==> src/rtl/uart_tx_arbiter.sv <==
// uart_tx_arbiter
//
// Round-robin arbiter that shares one UART TX byte interface among N_REQ
// requesters. A grant lasts for a whole packet, which ends on the grantee's
// last byte or after MAX_BURST bytes, whichever comes first. GAP_CYC idle
// cycles follow every packet before the next arbitration.
//
// Ports:
//   i_clk        clock
//   i_rst_n      asynchronous active-low reset
//   i_req_valid  per-requester byte valid
//   i_req_data   flattened bytes, requester k at [k*DATA_W +: DATA_W]
//   i_req_last   per-requester last-byte flag (qualified by valid)
//   o_req_ready  per-requester byte accept (only the grantee can be high)
//   o_tx_valid   byte valid to the UART TX serializer
//   o_tx_data    byte to the UART TX serializer (0 when not valid)
//   i_tx_ready   serializer can accept a byte
//   o_grant_id   index of the current or most recent grantee
//   o_busy       high whenever the arbiter is not idle

module uart_tx_arbiter #(
    parameter int unsigned N_REQ     = 4,
    parameter int unsigned DATA_W    = 8,
    parameter int unsigned MAX_BURST = 16,
    parameter int unsigned GAP_CYC   = 2
) (
    input  logic                     i_clk,
    input  logic                     i_rst_n,
    input  logic [N_REQ-1:0]         i_req_valid,
    input  logic [N_REQ*DATA_W-1:0]  i_req_data,
    input  logic [N_REQ-1:0]         i_req_last,
    output logic [N_REQ-1:0]         o_req_ready,
    output logic                     o_tx_valid,
    output logic [DATA_W-1:0]        o_tx_data,
    input  logic                     i_tx_ready,
    output logic [$clog2(N_REQ)-1:0] o_grant_id,
    output logic                     o_busy
);

    localparam int unsigned GntW = $clog2(N_REQ);
    localparam int unsigned CntW = $clog2(MAX_BURST + 1);
    localparam int unsigned GapW = (GAP_CYC > 1) ? $clog2(GAP_CYC) : 1;

    localparam logic [GntW-1:0] LastId   = GntW'(N_REQ - 1);
    localparam logic [CntW-1:0] BurstEnd = CntW'(MAX_BURST - 1);
    // Unused when GAP_CYC == 0 because the gap state is never entered.
    localparam logic [GapW-1:0] GapEnd   = GapW'((GAP_CYC > 0) ? (GAP_CYC - 1) : 0);

    typedef enum logic [1:0] {
        ArbIdle,
        ArbXfer,
        ArbGap
    } arb_state_e;

    arb_state_e      state_q, state_d;
    logic [GntW-1:0] rr_ptr_q, rr_ptr_d;
    logic [GntW-1:0] grant_id_q, grant_id_d;
    logic [CntW-1:0] byte_cnt_q, byte_cnt_d;
    logic [GapW-1:0] gap_cnt_q, gap_cnt_d;

    // Signals of the current grantee.
    logic              sel_valid;
    logic              sel_last;
    logic [DATA_W-1:0] sel_data;

    // Round-robin pick: the lowest valid index at or above rr_ptr wins,
    // otherwise the scan wraps to the lowest valid index overall.
    logic            hi_found;
    logic            lo_found;
    logic [GntW-1:0] hi_pick;
    logic [GntW-1:0] lo_pick;

    always_comb begin
        sel_valid = 1'b0;
        sel_last  = 1'b0;
        sel_data  = '0;
        for (int k = 0; k < int'(N_REQ); k++) begin
            if (GntW'(k) == grant_id_q) begin
                sel_valid = i_req_valid[k];
                sel_last  = i_req_last[k];
                sel_data  = i_req_data[k*DATA_W +: DATA_W];
            end
        end
    end

    always_comb begin
        hi_found = 1'b0;
        lo_found = 1'b0;
        hi_pick  = '0;
        lo_pick  = '0;
        // Downward scan so the last hit is the lowest index.
        for (int k = int'(N_REQ) - 1; k >= 0; k--) begin
            if (i_req_valid[k]) begin
                lo_found = 1'b1;
                lo_pick  = GntW'(k);
                if (GntW'(k) >= rr_ptr_q) begin
                    hi_found = 1'b1;
                    hi_pick  = GntW'(k);
                end
            end
        end
    end

    always_comb begin
        state_d     = state_q;
        rr_ptr_d    = rr_ptr_q;
        grant_id_d  = grant_id_q;
        byte_cnt_d  = byte_cnt_q;
        gap_cnt_d   = gap_cnt_q;
        o_req_ready = '0;
        o_tx_valid  = 1'b0;
        o_tx_data   = '0;

        case (state_q)
            ArbIdle: begin
                if (lo_found) begin
                    grant_id_d = hi_found ? hi_pick : lo_pick;
                    byte_cnt_d = '0;
                    state_d    = ArbXfer;
                end
            end

            ArbXfer: begin
                o_tx_valid = sel_valid;
                o_tx_data  = sel_valid ? sel_data : '0;
                for (int k = 0; k < int'(N_REQ); k++) begin
                    o_req_ready[k] = (GntW'(k) == grant_id_q) && i_tx_ready;
                end
                if (sel_valid && i_tx_ready) begin
                    byte_cnt_d = byte_cnt_q + CntW'(1);
                    // A burst cut leaves the rest of the packet queued at the
                    // requester; it competes again as a fresh packet.
                    if (sel_last || (byte_cnt_q == BurstEnd)) begin
                        rr_ptr_d  = (grant_id_q == LastId) ? '0 : grant_id_q + GntW'(1);
                        gap_cnt_d = '0;
                        state_d   = (GAP_CYC > 0) ? ArbGap : ArbIdle;
                    end
                end
            end

            ArbGap: begin
                if (gap_cnt_q == GapEnd) begin
                    gap_cnt_d = '0;
                    state_d   = ArbIdle;
                end else begin
                    gap_cnt_d = gap_cnt_q + GapW'(1);
                end
            end

            default: begin
                state_d = ArbIdle;
            end
        endcase
    end

    always_ff @(posedge i_clk or negedge i_rst_n) begin
        if (!i_rst_n) begin
            state_q    <= ArbIdle;
            rr_ptr_q   <= '0;
            grant_id_q <= '0;
            byte_cnt_q <= '0;
            gap_cnt_q  <= '0;
        end else begin
            state_q    <= state_d;
            rr_ptr_q   <= rr_ptr_d;
            grant_id_q <= grant_id_d;
            byte_cnt_q <= byte_cnt_d;
            gap_cnt_q  <= gap_cnt_d;
        end
    end

    assign o_grant_id = grant_id_q;
    assign o_busy     = (state_q != ArbIdle);

endmodule

==> config.mk <==
export PLATFORM = sky130hd
export DESIGN_NAME = uart_tx_arbiter
export DESIGN_NICKNAME = d
export VERILOG_FILES = /design/src/rtl/uart_tx_arbiter.sv
export SDC_FILE = /design/constraint.sdc
export NUM_CORES = 1
export LEC_CHECK = 0
export ABC_CLOCK_PERIOD_IN_PS = 2200
export BUFFER_PORTS_ARGS = -buffer_cell sky130_fd_sc_hd__buf_4
export CORE_MARGIN = 8
export CORE_UTILIZATION = 31
export DETAILED_ROUTE_END_ITERATION = 12
export GPL_ROUTABILITY_DRIVEN = 0
export PLACE_DENSITY = 0.64
export SLEW_MARGIN = 20
export SYNTH_ARGS = -nofsm -noshare
export SYNTH_HDL_FRONTEND = slang
export SYNTH_SLANG_ARGS = --single-unit
==> constraint.sdc <==
create_clock -name i_clk -period 2.2 [get_ports i_clk]
set_clock_uncertainty 0.05 [all_clocks]
set_input_delay 0.11 -clock i_clk [delete_from_list [all_inputs] [get_ports i_clk]]
set_output_delay 0.11 -clock i_clk [all_outputs]
set_load 0.01 [all_outputs]
After elaboration in Yosys (flattened, before gate mapping)
Index checks and enable logic that the tools add are counted.
{"block": "totals", "input_bits": 43, "ff_bits": 12, "out_inout_bits": 16, "elab_cells": 93, "rom_bits": 0, "ram_bits": 0, "n_memories": 0, "latchBits": 0}
{"block": "op_classes", "shifts": 0, "n_mul": 0, "eq_ne": 11, "n_addsub": 3, "n_bitwise": 0, "div_mod_pow": 0, "n_reduce_logical": 16, "n_lt_le_gt_ge": 4, "muxes": 54}
{"cell": "8-bit 2-to-1 mux", "count": 6}
{"cell": "2-bit 2-to-1 mux", "count": 18}
{"cell": "1-bit 2-to-1 mux", "count": 24}
{"cell": "5-bit 2-to-1 mux", "count": 2}
{"cell": "5-bit one-hot mux with 2 select lines", "count": 1}
{"cell": "3-bit AND reduction", "count": 3}
{"cell": "2-bit != test, second input constant", "count": 4}
{"cell": "2-bit one-hot mux with 3 select lines", "count": 1}
{"cell": "2-bit nonzero test", "count": 3}
{"cell": "5-bit by 1-bit adder with 5-bit output, second input constant", "count": 1}
{"cell": "5-bit by 4-bit == test with 1-bit output, second input constant", "count": 1}
{"cell": "1-bit logical AND", "count": 5}
{"cell": "2-bit == test, first input constant", "count": 2}
{"cell": "2-bit == test, second input constant", "count": 2}
{"cell": "1-bit by 2-bit greater-or-equal comparator with 1-bit output, first input constant", "count": 2}
{"cell": "2-bit greater-or-equal comparator, first input constant", "count": 2}
{"cell": "2-bit zero test", "count": 2}
{"cell": "4-bit 2-to-1 mux", "count": 1}
{"cell": "4-bit AND reduction", "count": 1}
{"cell": "2-bit by 1-bit adder with 2-bit output, second input constant", "count": 1}
{"cell": "1-bit by 2-bit == test with 1-bit output, first input constant", "count": 1}
{"cell": "2-bit by 1-bit == test with 1-bit output, second input constant", "count": 1}
{"cell": "1-bit one-hot mux with 2 select lines", "count": 1}
{"cell": "2-bit AND reduction", "count": 1}
{"cell": "other kinds (2)", "count": 2}

Depth between registers and ports, before layout
{"block": "logic_depth", "word_depth": 10, "ltp_mapped": 7, "depth_no_buf": 7}

Least setup slack after synthesis
OpenSTA, ideal clock, no wires.
{"block": "synth_timing", "path_type": "register -> register", "startpoint": "register grant_id_q[1], in the netlist o_grant_id[1]", "endpoint": "register rr_ptr_q[0]", "path_stages_with_launch": 7, "synth_period_minus_slack_ns": 1.935, "path_slack_ns": 0.265, "t_arrival_ns": 1.760, "path_cell_list": "dfrtp_1 > inv_1 > ha_1 > a211o_1 > o2111a_2 > o211ai_2 > mux2_4"}
{"block": "synth_between", "elab_chain_len": 7, "word_cells_on_any_way": 17}
{"element": "start: declaration", "line_no": "57", "rtl": "logic [GntW-1:0] grant_id_q, grant_id_d;"}
{"element": "start signal: assignment", "line_no": "166", "rtl": "grant_id_q <= grant_id_d;"}
{"element": "2-bit zero test", "line_no": "78", "rtl": "if (GntW'(k) == grant_id_q) begin"}
{"element": "1-bit 2-to-1 mux (4 in a row)", "line_no": "78"}
{"element": "1-bit logical AND / 1-bit logical OR (equally long branches)", "line_no": "129, 133"}
{"element": "3-bit AND reduction (no source line)"}
{"element": "end signal: assignment", "line_no": "165", "rtl": "rr_ptr_q <= rr_ptr_d;"}
{"element": "end: declaration", "line_no": "56", "rtl": "logic [GntW-1:0] rr_ptr_q, rr_ptr_d;"}
Several ways; a longest one is shown, not always the timed one.
A chain may end at the register's enable or synchronous reset.

Worst setup path after layout
{"block": "layout_timing", "startpoint": "register grant_id_q[0], in the netlist o_grant_id[0]", "endpoint": "output port o_tx_data[5]"}
{"block": "layout_between", "elab_chain_len": 7, "word_cells_on_any_way": 14}
{"element": "2-bit zero test", "line_no": "78"}
{"element": "8-bit 2-to-1 mux / 1-bit 2-to-1 mux (equally long branches) (4 in a row)", "line_no": "78"}
{"element": "8-bit 2-to-1 mux (*)", "line_no": "125", "rtl": "o_tx_data = sel_valid ? sel_data : '0;"}
{"element": "8-bit 2-to-1 mux (*)", "line_no": "114", "rtl": "case (state_q)"}
{"element": "end: declaration", "line_no": "34", "rtl": "output logic [DATA_W-1:0] o_tx_data,"}
Mark *: on every way between the ends. The rest lies on a longest branch, timed or not.

==> out/metrics.cfg <==
[outcome]
status=completed

[timing]
maxSlewHeadroom_pct=69.3
period_share_pct=94.8
hold_viol_final=0
min_period_ps=2080
fmax_mhz=480
finalSetupViolations=0
rsz0062_at_grt=no
maxSlewViolCount=0
setup_tns_ps=0
tightest_slew_ps=448

[global_route]
grt_pass1_wl_um=6250
grt_max_degree=19
met1_usage_pct=15.9
grt_pass1_vias=1293
grt_usage_pct=12.5
busiest_layer=met2
grt_overflow=0
met3_usage_pct=2.95
met2_usage_pct=20.9
antenna_found_initial=0

[die]
io_pins=59
core_area_um2=3610
die-area_um2=5860
initial_core_util_pct=31.5
die-width_um=76.6
rows=22
die_height_um=76.6

[synthesis]
yosys_warnings=0
syn_inst=136
ys_seq_area_share_pct=26.4
ys_ff_latch=12
yosysTopAreaCell=dfrtp_1
yosysMostFrequentCell=inv_1
syn_nets=185
synth_edf_count=0
avgSynthCellArea_um2=8.36
async_flop_share_pct=100
synth_common_cells=17 x inv_1, 13 x nand2_1, 12 x dfrtp_1
synth_area_um2=1140
synthFlopType=dfrtp_1
ys_types=41
yosys-top-cells-area=dfrtp_1 26%, a211o_1 6.9%, ha_1 6.6%
synth_top_area_share_pct=26.4

[routing]
finalWirelength_um=3770
drtPass1Iterations=4
wire_per_inst_um=15.5
vias=1241
drtAntennaViolNets=0
vias_per_cell=5.09
drc=0
drtIter0Drc=36

[clock_network]
clock-root-buffer=clkbuf_8
clock_path_buffers=2
insertion_delay_ps=240
clkTransAtPathRegs_ps=60
htree_levels=1
cts_buffers=3
cts_sinks=12
cts_tree=yes

[cells_and_area]
nets=246
multi_input_area_um2=742
n_fill_cell=353
regArea_um2=303
drive_above_1_share_pct=42.3
n_antenna_cell=0
instances_no_fill=244
fin_area_um2=1710
area_growth_pct=50.4

[critical_path]
critPathArrivalTime_ps=1920
start_kind=flop
end_kind=output pin
ff2ff_path_depth=6
worstPathMaxFanout=9
required_ps=2040
timing_worst_setup_path_type=reg -> out
worst-r2r-setup-slack_ps=170

[placement]
io_buffers=58
dpl_cell_area_um2=1620
place_inst=238
place.detailed.hpwl_um=3000

[job]
cap_viol_max_count=0

[worst_hold_path]
hp-class=in -> reg
whs_path_depth=3

[pwr]
powerDensity_nw_per_um2=1200
vdd_drop_max_uv=524
leakage_nw=0.876

## cells in the final DEF (no fill, tap or decap), types with 4 or more instances in the layout
| cell type | count |
|---|---|
| o21ai_0 | 6 |
| and3_1 | 8 |
| a221oi_1 | 8 |
| buf_4 | 62 |
| a211o_1 | 9 |
| nor2_1 | 4 |
| nand2_1 | 13 |
| clkbuf_8 | 4 |
| a21oi_1 | 9 |
| dfrtp_1 | 10 |
| inv_1 | 17 |
## per-layer routing
| layer | vias up | wire (µm) |
|---|---|---|
| met1 | 562 | 1780 |
| met2 | 56 | 1720 |
| met4 | 0 | 0 |
| met5 | - | 0 |
| met3 | 0 | 278 |
| li1 | 623 | - |
## flip-flops by register name, indices dropped and copies added, names as in the netlist
name and count:
byte_cnt_q 5, rr_ptr_q 2, gap_cnt_q 1, state_q 2, o_grant_id 2
## cell families (layout without fill, tap and decap cells)
logic type	Yosys count	after routing	synth area share [%]
DFF	12	12	26.4
AOI/OAI and AO/OA	48	48	33.2
muxes	4	4	4.40
adders and majority gates	6	6	6.60
buffers and inverters	25	85	9.57
and+or+nand+nor	41	41	19.8
## power by group
| group | switching, W | internal (W) | leakage (nW) | total (W) |
|---|---|---|---|---|
| clock network | 0.0000901 | 0.000158 | 0.0288 | 0.000248 |
| registers | 0.0000875 | 0.000305 | 0.149 | 0.000392 |
| logic | 0.000703 | 0.000702 | 0.699 | 0.00141 |
## worst max-delay path, cell delays in order (launching register included)
cell and delay, ps:
dfrtp_2 440, inv_1 90, ha_2 240, or3b_1 420, nand4b_1 120, buf_4 170, a21oi_1 60, buf_4 140
## final cells by class
| cell class | count | area share [%] |
|---|---|---|
| tap | 48 | 3.51 |
| inverter | 17 | 3.73 |
| clock buffer | 4 | 3.22 |
| multi-input combinational | 99 | 43.4 |
| timing repair buffer | 64 | 28.5 |
| sequential | 12 | 17.7 |
## path summary, 6_finish.rpt
path / startpoint / to
setup / recovery: o_grant_id[0]$_DFFE_PN0P_ / o_tx_data[5]
hold / removal: i_req_valid[1] / o_grant_id[1]$_DFFE_PN0P_
setup reg to reg: o_grant_id[0]$_DFFE_PN0P_ / rr_ptr_q[0]$_DFFE_PN0P_
hold reg to reg: byte_cnt_q[4]$_DFFE_PN0P_ / byte_cnt_q[4]$_DFFE_PN0P_
max in group asynchronous: i_rst_n / o_grant_id[0]$_DFFE_PN0P_
min in group asynchronous: i_rst_n / byte_cnt_q[4]$_DFFE_PN0P_
## through the flow
stage	utilization [%]	hold slack, ps	setup slack (ps)	total power, W
detailed placement	44.9	-87.0	146	0.00174
global route	47.4	181	3.95	0.00221
floorplan	-	-236	265	0.00126
finish	47.4	150	115	0.00205
CTS	46.9	152	12.2	0.00202
global placement	44.9	-93.7	190	0.00170
## what timing repair did
action                                 CTS  global route
hold buffers                             1             0
endpoints found under the hold margin   12             0
setup buffers                            1             0
setup endpoints to repair                9             9
resized for setup                        1             8
gates cloned                             0             0
No activity file was read; power rests on OpenSTA's default activity.
